$ cat src/rtl/encoder_sequencer.sv
// encoder_sequencer: per-file, per-round stage sequencer driving CP/RO/PE/RE/RC start strobes
`timescale 1ns/1ps
module encoder_sequencer #(
    parameter int NUM_ROUNDS = 24,
    parameter int FILE_W     = 10,
    parameter int ITER_W     = 5
) (
    input  logic              clk,
    input  logic              rst,
    input  logic              start,
    input  logic [FILE_W-1:0] num_files,
    output logic              busy,
    output logic              done,
    output logic [FILE_W-1:0] file_index,
    output logic [ITER_W-1:0] iteration,
    output logic              CP_start,
    output logic              RO_start,
    output logic              PE_start,
    output logic              RE_start,
    output logic              RC_start,
    input  logic              CP_finish,
    input  logic              RO_finish,
    input  logic              PE_finish,
    input  logic              RE_finish,
    input  logic              RC_finish
);
    typedef enum logic [3:0] {
        IDLE, CP_GO, CP_WAIT, RO_GO, RO_WAIT, PE_GO, PE_WAIT,
        RE_GO, RE_WAIT, RC_GO, RC_WAIT, NEXT, DONE
    } state_t;
    state_t state, state_nxt;
    logic [FILE_W-1:0] nf_q;
    logic last_iter, last_file;
    assign last_iter = iteration == ITER_W'(NUM_ROUNDS - 1);
    assign last_file = file_index == nf_q - FILE_W'(1);
    always_comb begin
        state_nxt = state;
        case (state)
            IDLE:    state_nxt = start ? ((num_files == '0) ? DONE : CP_GO) : IDLE;
            CP_GO:   state_nxt = CP_WAIT;
            CP_WAIT: state_nxt = CP_finish ? RO_GO : CP_WAIT;
            RO_GO:   state_nxt = RO_WAIT;
            RO_WAIT: state_nxt = RO_finish ? PE_GO : RO_WAIT;
            PE_GO:   state_nxt = PE_WAIT;
            PE_WAIT: state_nxt = PE_finish ? RE_GO : PE_WAIT;
            RE_GO:   state_nxt = RE_WAIT;
            RE_WAIT: state_nxt = RE_finish ? RC_GO : RE_WAIT;
            RC_GO:   state_nxt = RC_WAIT;
            RC_WAIT: state_nxt = RC_finish ? NEXT : RC_WAIT;
            NEXT:    state_nxt = (last_iter && last_file) ? DONE : CP_GO;
            DONE:    state_nxt = IDLE;
            default: state_nxt = IDLE;
        endcase
    end
    always_ff @(posedge clk) begin
        if (rst) begin
            state      <= IDLE;
            nf_q       <= '0;
            file_index <= '0;
            iteration  <= '0;
        end else begin
            state <= state_nxt;
            if (state == IDLE && start) begin
                nf_q       <= num_files;
                file_index <= '0;
                iteration  <= '0;
            end
            if (state == NEXT && !last_iter)
                iteration <= iteration + ITER_W'(1);
            else if (state == NEXT && !last_file) begin
                file_index <= file_index + FILE_W'(1);
                iteration  <= '0;
            end
        end
    end
    // Every output is a pure state decode, so finish inputs never reach a start strobe combinationally.
    assign busy     = state != IDLE;
    assign done     = state == DONE;
    assign CP_start = state == CP_GO;
    assign RO_start = state == RO_GO;
    assign PE_start = state == PE_GO;
    assign RE_start = state == RE_GO;
    assign RC_start = state == RC_GO;
endmodule

$ cat config.mk
export PLATFORM = sky130hd
export DESIGN_NAME = encoder_sequencer
export DESIGN_NICKNAME = d
export VERILOG_FILES = /design/src/rtl/encoder_sequencer.sv
export SDC_FILE = /design/constraint.sdc
export NUM_CORES = 1
export LEC_CHECK = 0
export ABC_AREA = 1
export CAP_MARGIN = 20
export CELL_PAD_IN_SITES_DETAIL_PLACEMENT = 1
export CELL_PAD_IN_SITES_GLOBAL_PLACEMENT = 2
export CORE_MARGIN = 2
export CORE_UTILIZATION = 29
export CTS_BUF_LIST = sky130_fd_sc_hd__clkbuf_8
export DETAILED_ROUTE_END_ITERATION = 8
export PLACE_DENSITY_LB_ADDON = 0.1
export SLEW_MARGIN = 0
export SYNTH_ARGS = -nofsm -noshare
export SYNTH_HDL_FRONTEND = slang
export SYNTH_SLANG_ARGS = --single-unit
$ cat constraint.sdc
create_clock -name clk -period 2 [get_ports clk]
set_clock_uncertainty 0.1 [all_clocks]
set_input_delay 0.3 -clock clk [delete_from_list [all_inputs] [get_ports clk]]
set_output_delay 0.3 -clock clk [all_outputs]
set_load 0.03 [all_outputs]
==> reports/results.ini, run 1 <==
[clock_tree]
cts_tree = built
ctsHoldBuffers = 0
path_clk_slew_ns = 0.07
h-tree-depth = 2
cts_buffers = 5
root_buffer = clkbuf_8
clock-sinks = 29
worstSkewPairLatency_ns = 0.28
clockBufferDepth = 2

[final_layout]
regArea_um2 = 583.1
utilization_pct = 41.68
layout.cells.non_filler = 469
fillers = 885
multi_input_area_um2 = 1335
final_cell_mix = 73 x nand2_1, 37 x inv_1, 31 x clkdlybuf4s50_1
num_antenna_cells = 0
layout.nets = 394
synthToLayoutAreaGrowth_pct = 38.49
drive_gt1_share_pct = 21.45
mostFrequentLayoutCell = nand2_1

[timing]
setup_viol = 0
clock.fmax_mhz = 514.3
post-route-period-util_pct = 97.22
hold_ws_ns = 0.3924
rsz0062_at_grt = true
period_needed_ns = 1.944
hold_violations = 0
worstMarginPinSlew_ns = 0.5351
maxSlewViolCount = 0
max-slew-margin-rel_pct = 64.29

[worst_setup_path]
crit_type = flop to output pin
crit_start = file_index[8]$_SDFF_PP0_
r2r-start = nf_q[0]$_SDFFE_PP0P_
start_kind = flop
critPathCaptureType = output pin
path_cells = buf_4 > clkdlybuf4s50_1
critical_path.max_stage_delay_ns = 0.68
crit_arrival_ns = 1.54
cp_max_fo = 4
r2r-end = state[2]$_SDFF_PP0_
required_ns = 1.60
reg2regPathDepth = 12
critical-path-slowest-cell = clkdlybuf4s50_1
r2r_setup_slack_ns = 0.11

[worst_hold_path]
min_path_cells = 2
hp-start = nf_q[9]$_SDFFE_PP0P_
hold_path_end = nf_q[9]$_SDFFE_PP0P_
worstHoldPathType = flop to flop

[power_and_ir_drop]
p_leak_nw = 1.325
powerDensity_nw_per_um2 = 578.2
ir_drop_mv = 0.2354

[placement]
numPortBuffers = 39
place.gp.congestion = 0.8021
dp_cells = 459
hpwl_um = 5004

[detailed_routing]
drt_wl_total_um = 6467
drt-initial-drc-count = 47
drt_pass1_iterations = 4
route.vias.total = 2180
final_antenna_net_count = 0
drcViolationCount = 0
wl_per_cell_um = 13.79
vias_per_cell = 4.648

[synthesis]
netlist_instances = 314
yosys_warnings = 0
synth_seq_cells = 29
synth.distinct_cells = 36
syn_avg_cell_area_um2 = 6.511
syn-num-nets = 335
yosysSeqAreaShare_pct = 28.40
syn_area_um2 = 2044

[global_routing]
grt_overflow = 0
antenna_found_initial = 0
grt_pass1_vias = 2145
grt_pass1_wl_um = 10180
grt_max_degree = 34
grtUsageTotal_pct = 17.18

[floorplanning]
initial_core_util_pct = 30.09
die_w_um = 87.97
rows = 30
die_area_um2 = 7738
ios = 40
die_y_um = 87.97
core_um2 = 6794

[job]
cap_violations = 0

[outcome]
run_status = finished clean

-- cell usage after synthesis --
cell type	number	share of area, %
a211oi_1	1	0.37
a21oi_1	20	4.9
a21oi_2	3	1.3
a22o_1	1	0.43
a22oi_1	1	0.37
and3_1	1	0.31
buf_4	1	0.37
clkbuf_1	4	0.73
clkinv_1	2	0.37
dfxtp_1	29	28
dlygate4sd1_1	1	0.43
ha_1	3	1.8
inv_1	37	6.8
inv_2	9	1.7
nand2_1	74	14
nand2_2	5	1.5
nand2_4	1	0.55
nand3_1	28	6.9
nand3_2	3	1.5
nand3_4	2	1.7
nand4_1	8	2.4
nor2_1	30	5.5
nor2_2	7	2.1
nor2_4	4	2.2
nor2_8	1	0.98
nor3_1	3	0.73
nor3_2	1	0.49
nor3_4	1	0.80
nor4_1	1	0.31
o21a_1	1	0.37
o21ai_0	12	2.9
o21ai_1	4	0.98
o21ai_2	1	0.43
or2_2	2	0.61
xnor2_1	1	0.43
xor2_1	11	4.7
-- registers in the layout, summed over array words and instances, names as in the netlist --
register,flops
state,4
nf_q,10
iteration,5
file_index,10
-- how the worst max path moves through the flow --
stage / cells past startpoint / slack [ns] / endpoint
3_5_place_dp: 9 / 0.02 / state[0]$_SDFF_PP0_
3_3_place_gp: 9 / 0.01 / state[0]$_SDFF_PP0_
2_1_floorplan: 9 / 0.13 / iteration[2]$_SDFFE_PP0P_
4_1_cts: 1 / 0.03 / file_index[7]
6_report: 2 / 0.06 / file_index[8]
5_1_grt: 14 / -0.02 / state[2]$_SDFF_PP0_
-- power breakdown --
| part | total (W) | internal (W) | leakage, nW | switching (W) |
|---|---|---|---|---|
| Clock | 0.000501 | 0.000268 | 0.0485 | 0.000233 |
| Sequential | 0.000638 | 0.000607 | 0.237 | 0.0000308 |
| Combinational | 0.000498 | 0.000197 | 1.04 | 0.000301 |
| Total | 0.00164 | 0.00107 | 1.33 | 0.000565 |
-- final cells by class --
type	count	area share, %
clock buffers	6	2.916
inverters	48	6.452
multi-input cells	233	47.15
flip-flops and latches	29	20.59
clock inverters	1	0.1326
repair buffers	56	18.52
well taps	96	4.242
-- through the flow --
step	instance area, um2	setup slack [ns]	setup TNS [ns]	power [W]
2_1_floorplan	2044	0.1286	0	0.0009674
3_3_place_gp	2656	0.009950	0	0.001124
3_5_place_dp	2656	0.02087	0	0.001125
4_1_cts	2735	0.02676	0	0.001637
5_1_grt	2831	-0.02100	-0.07875	0.001756
6_report	2831	0.05556	0	0.001637
-- kinds of logic after synthesis --
family                     Yosys count  share of synthesized area [%]
xor gates and xnor gates            12                          5.141
and+or+nand+nor                    172                          42.23
buffers and inverters               54                          10.34
adders and majority gates            3                          1.836
AOI/OAI and AO/OA                   44                          12.06
DFF                                 29                          28.40
-- critical path: cells and delay by family (launching register included) --
family                 cells  cell delay, ns
flip-flops                 1            0.42
buffers and inverters      2            0.85
-- layer usage --
metal	vias up	global-route usage, %	wire length, um
li1	1130	-	-
met1	1015	22.38	3050
met2	30	28.93	3172
met3	5	3.393	172
met4	0	4.615	72
met5	-	0	0
-- timing repair --
item                                    CTS  global route
gates resized for setup                   6            23
setup buffers                             0             1
pin swaps                                 0            11
gates cloned                              0             2
endpoints found under the setup margin    6            18
(Power assumes the default switching activity.)
==> run 2, diff against run 1 <==
SLEW_MARGIN = 40   (was 0)
==> results of run 2 <==
Final layout, timing and power as in run 1 (identical DEF).
==> run 3, diff against run 2 <==
PLACE_DENSITY = 0.85   (was default)
PLACE_DENSITY_LB_ADDON = default   (was 0.1)
clock period = 1.89 ns   (was 2 ns; I/O delays follow)
==> run 3 against run 2 <==
Wire length grew 0.28%. Non-clock buffer count increased by 9. Worst setup slack lost 0.044 ns. Global-route usage grew 0.52 points. Largest cell class unchanged. Via count is 2.1% higher. Critical path type is now flop to flop. Sequential cell count did not move. Clock power shrank 3%.
==> reports/results.ini, run 3 (synthesized netlist as in run 1, its figures left out) <==
[worst_setup_path]
required_ns = 1.96
cp_max_fo = 7
critPathCaptureType = flop
start_kind = flop
crit_type = flop to flop
crit_arrival_ns = 1.95
reg2regPathDepth = 13

[clock_tree]
clock-sinks = 29
cts_tree = built
cts_setup_buffers = 0
path_clk_slew_ns = 0.06
ctsHoldBuffers = 0
worstSkewPairLatency_ns = 0.28
root_buffer = clkbuf_8
clockBufferDepth = 2
cts_buffers = 5
h-tree-depth = 2

[power_and_ir_drop]
comb_power_share_pct = 31.6
ir_drop_mv = 0.2010
finalPower_w = 0.001698
switching_power_w = 0.0005986
powerDensity_nw_per_um2 = 586.9
p_leak_nw = 1.372
p_int_w = 0.001099
sw_frac_of_total_pct = 35.26
seqPwrFrac_pct = 39.9
clkPwrFrac_pct = 28.5

[global_routing]
antenna_found_initial = 0
met3_usage_pct = 3.110
grt_max_degree = 34
grtUsageTotal_pct = 17.69
grt_busiest_layer = met2
met2_usage_pct = 32.16
grt_pass1_wl_um = 10630
grt_overflow = 0
grtUsageMet1_pct = 21.92
grt_pass1_vias = 2333

[placement]
hpwl_um = 4944
place.gp.congestion = 0.8290
numPortBuffers = 39
dp_cells = 469

[detailed_routing]
wl_per_cell_um = 13.54
route.vias.total = 2225
drt-initial-drc-count = 62
drt_wl_total_um = 6485
drt_pass1_iterations = 4
vias_per_cell = 4.645
drcViolationCount = 0
final_antenna_net_count = 0

[timing]
tns_ns = 0
setup_viol = 0
worstMarginPinSlew_ns = 0.3498
max-slew-margin-rel_pct = 76.44
post-route-period-util_pct = 99.38
hold_violations = 0
maxSlewViolCount = 0
clock.fmax_mhz = 532.4
period_needed_ns = 1.878
rsz0062_at_grt = true
hold_ws_ns = 0.3814

[final_layout]
fillers = 888
final_cell_mix = 69 x nand2_1, 36 x inv_1, 29 x nor2_1
drive_gt1_share_pct = 23.76
utilization_pct = 42.58
num_antenna_cells = 0
layout.cells.non_filler = 479
layout.nets = 403
reg_top3 = file_index: 10 flops, nf_q: 10 flops, iteration: 5 flops
multi_input_area_um2 = 1333
synthToLayoutAreaGrowth_pct = 41.49
mostFrequentLayoutCell = nand2_1
regArea_um2 = 584.3

[worst_hold_path]
min_path_cells = 2
worstHoldPathType = flop to flop

[floorplanning]
initial_core_util_pct = 30.09
die_area_um2 = 7738
die_w_um = 87.97
core_um2 = 6794
rows = 30
ios = 40
die_y_um = 87.97

[outcome]
run_status = finished clean

[job]
cap_violations = 0

==> run 3: timing repair <==
action                     CTS  global route
pin swaps                    3             8
hold endpoints to repair     0             0
setup endpoints to repair   25            22
gates cloned                 0             2
gates resized for setup     15            22
==> run 3: routing by layer <==
metal / wire (um) / up-vias
li1: - / 1146
met1: 2970 / 1044
met2: 3317 / 33
met3: 170 / 2
met4: 27 / 0
met5: 0 / -
==> run 3: final timing paths <==
path,slack [ns],start,endpoint
setup / recovery,0.01,nf_q[1]$_SDFFE_PP0P_,file_index[8]$_SDFF_PP0_
hold / removal,0.38,nf_q[9]$_SDFFE_PP0P_,nf_q[9]$_SDFFE_PP0P_
setup reg to reg,0.01,nf_q[1]$_SDFFE_PP0P_,file_index[8]$_SDFF_PP0_
hold reg to reg,0.38,nf_q[9]$_SDFFE_PP0P_,nf_q[9]$_SDFFE_PP0P_
==> run 3: critical path: stages (launching register included) <==
cell and delay [ns]:
dfxtp_2 0.33, buf_4 0.14, nor2_4 0.14, nand2_1 0.08, nor2_2 0.14, nand3_1 0.10
nand2_1 0.10, inv_2 0.05, nor2_4 0.13, nand3_4 0.17, nand2_4 0.14, nand3_1 0.07
nand2_1 0.06, nor2_1 0.03
==> run 3: through the flow <==
stage	setup WS (ns)	instance area (um2)
floorplan	0.01858	2044
global placement	-0.1450	2731
detailed placement	-0.1625	2731
CTS	0.002915	2828
global route	-0.1434	2893
finish	0.01165	2893
==> run 3: power by group through the flow <==
stage                     clock network, W  logic [W]  registers [W]
after floorplan                          0   0.000345       0.000679
after global placement                   0   0.000511       0.000685
after detailed placement                 0   0.000522       0.000685
after CTS                         0.000506   0.000532       0.000674
after global routing              0.000535   0.000602       0.000681
final                             0.000484   0.000537       0.000677
==> run 3: layout make-up <==
type	instances	share of cell area, %
Multi-Input combinational cell	233	46.06
Timing Repair Buffer	65	20.50
Sequential cell	29	20.20
Inverter	48	6.315
Tap cell	96	4.152
Clock buffer	5	2.379
Clock inverter	3	0.3893
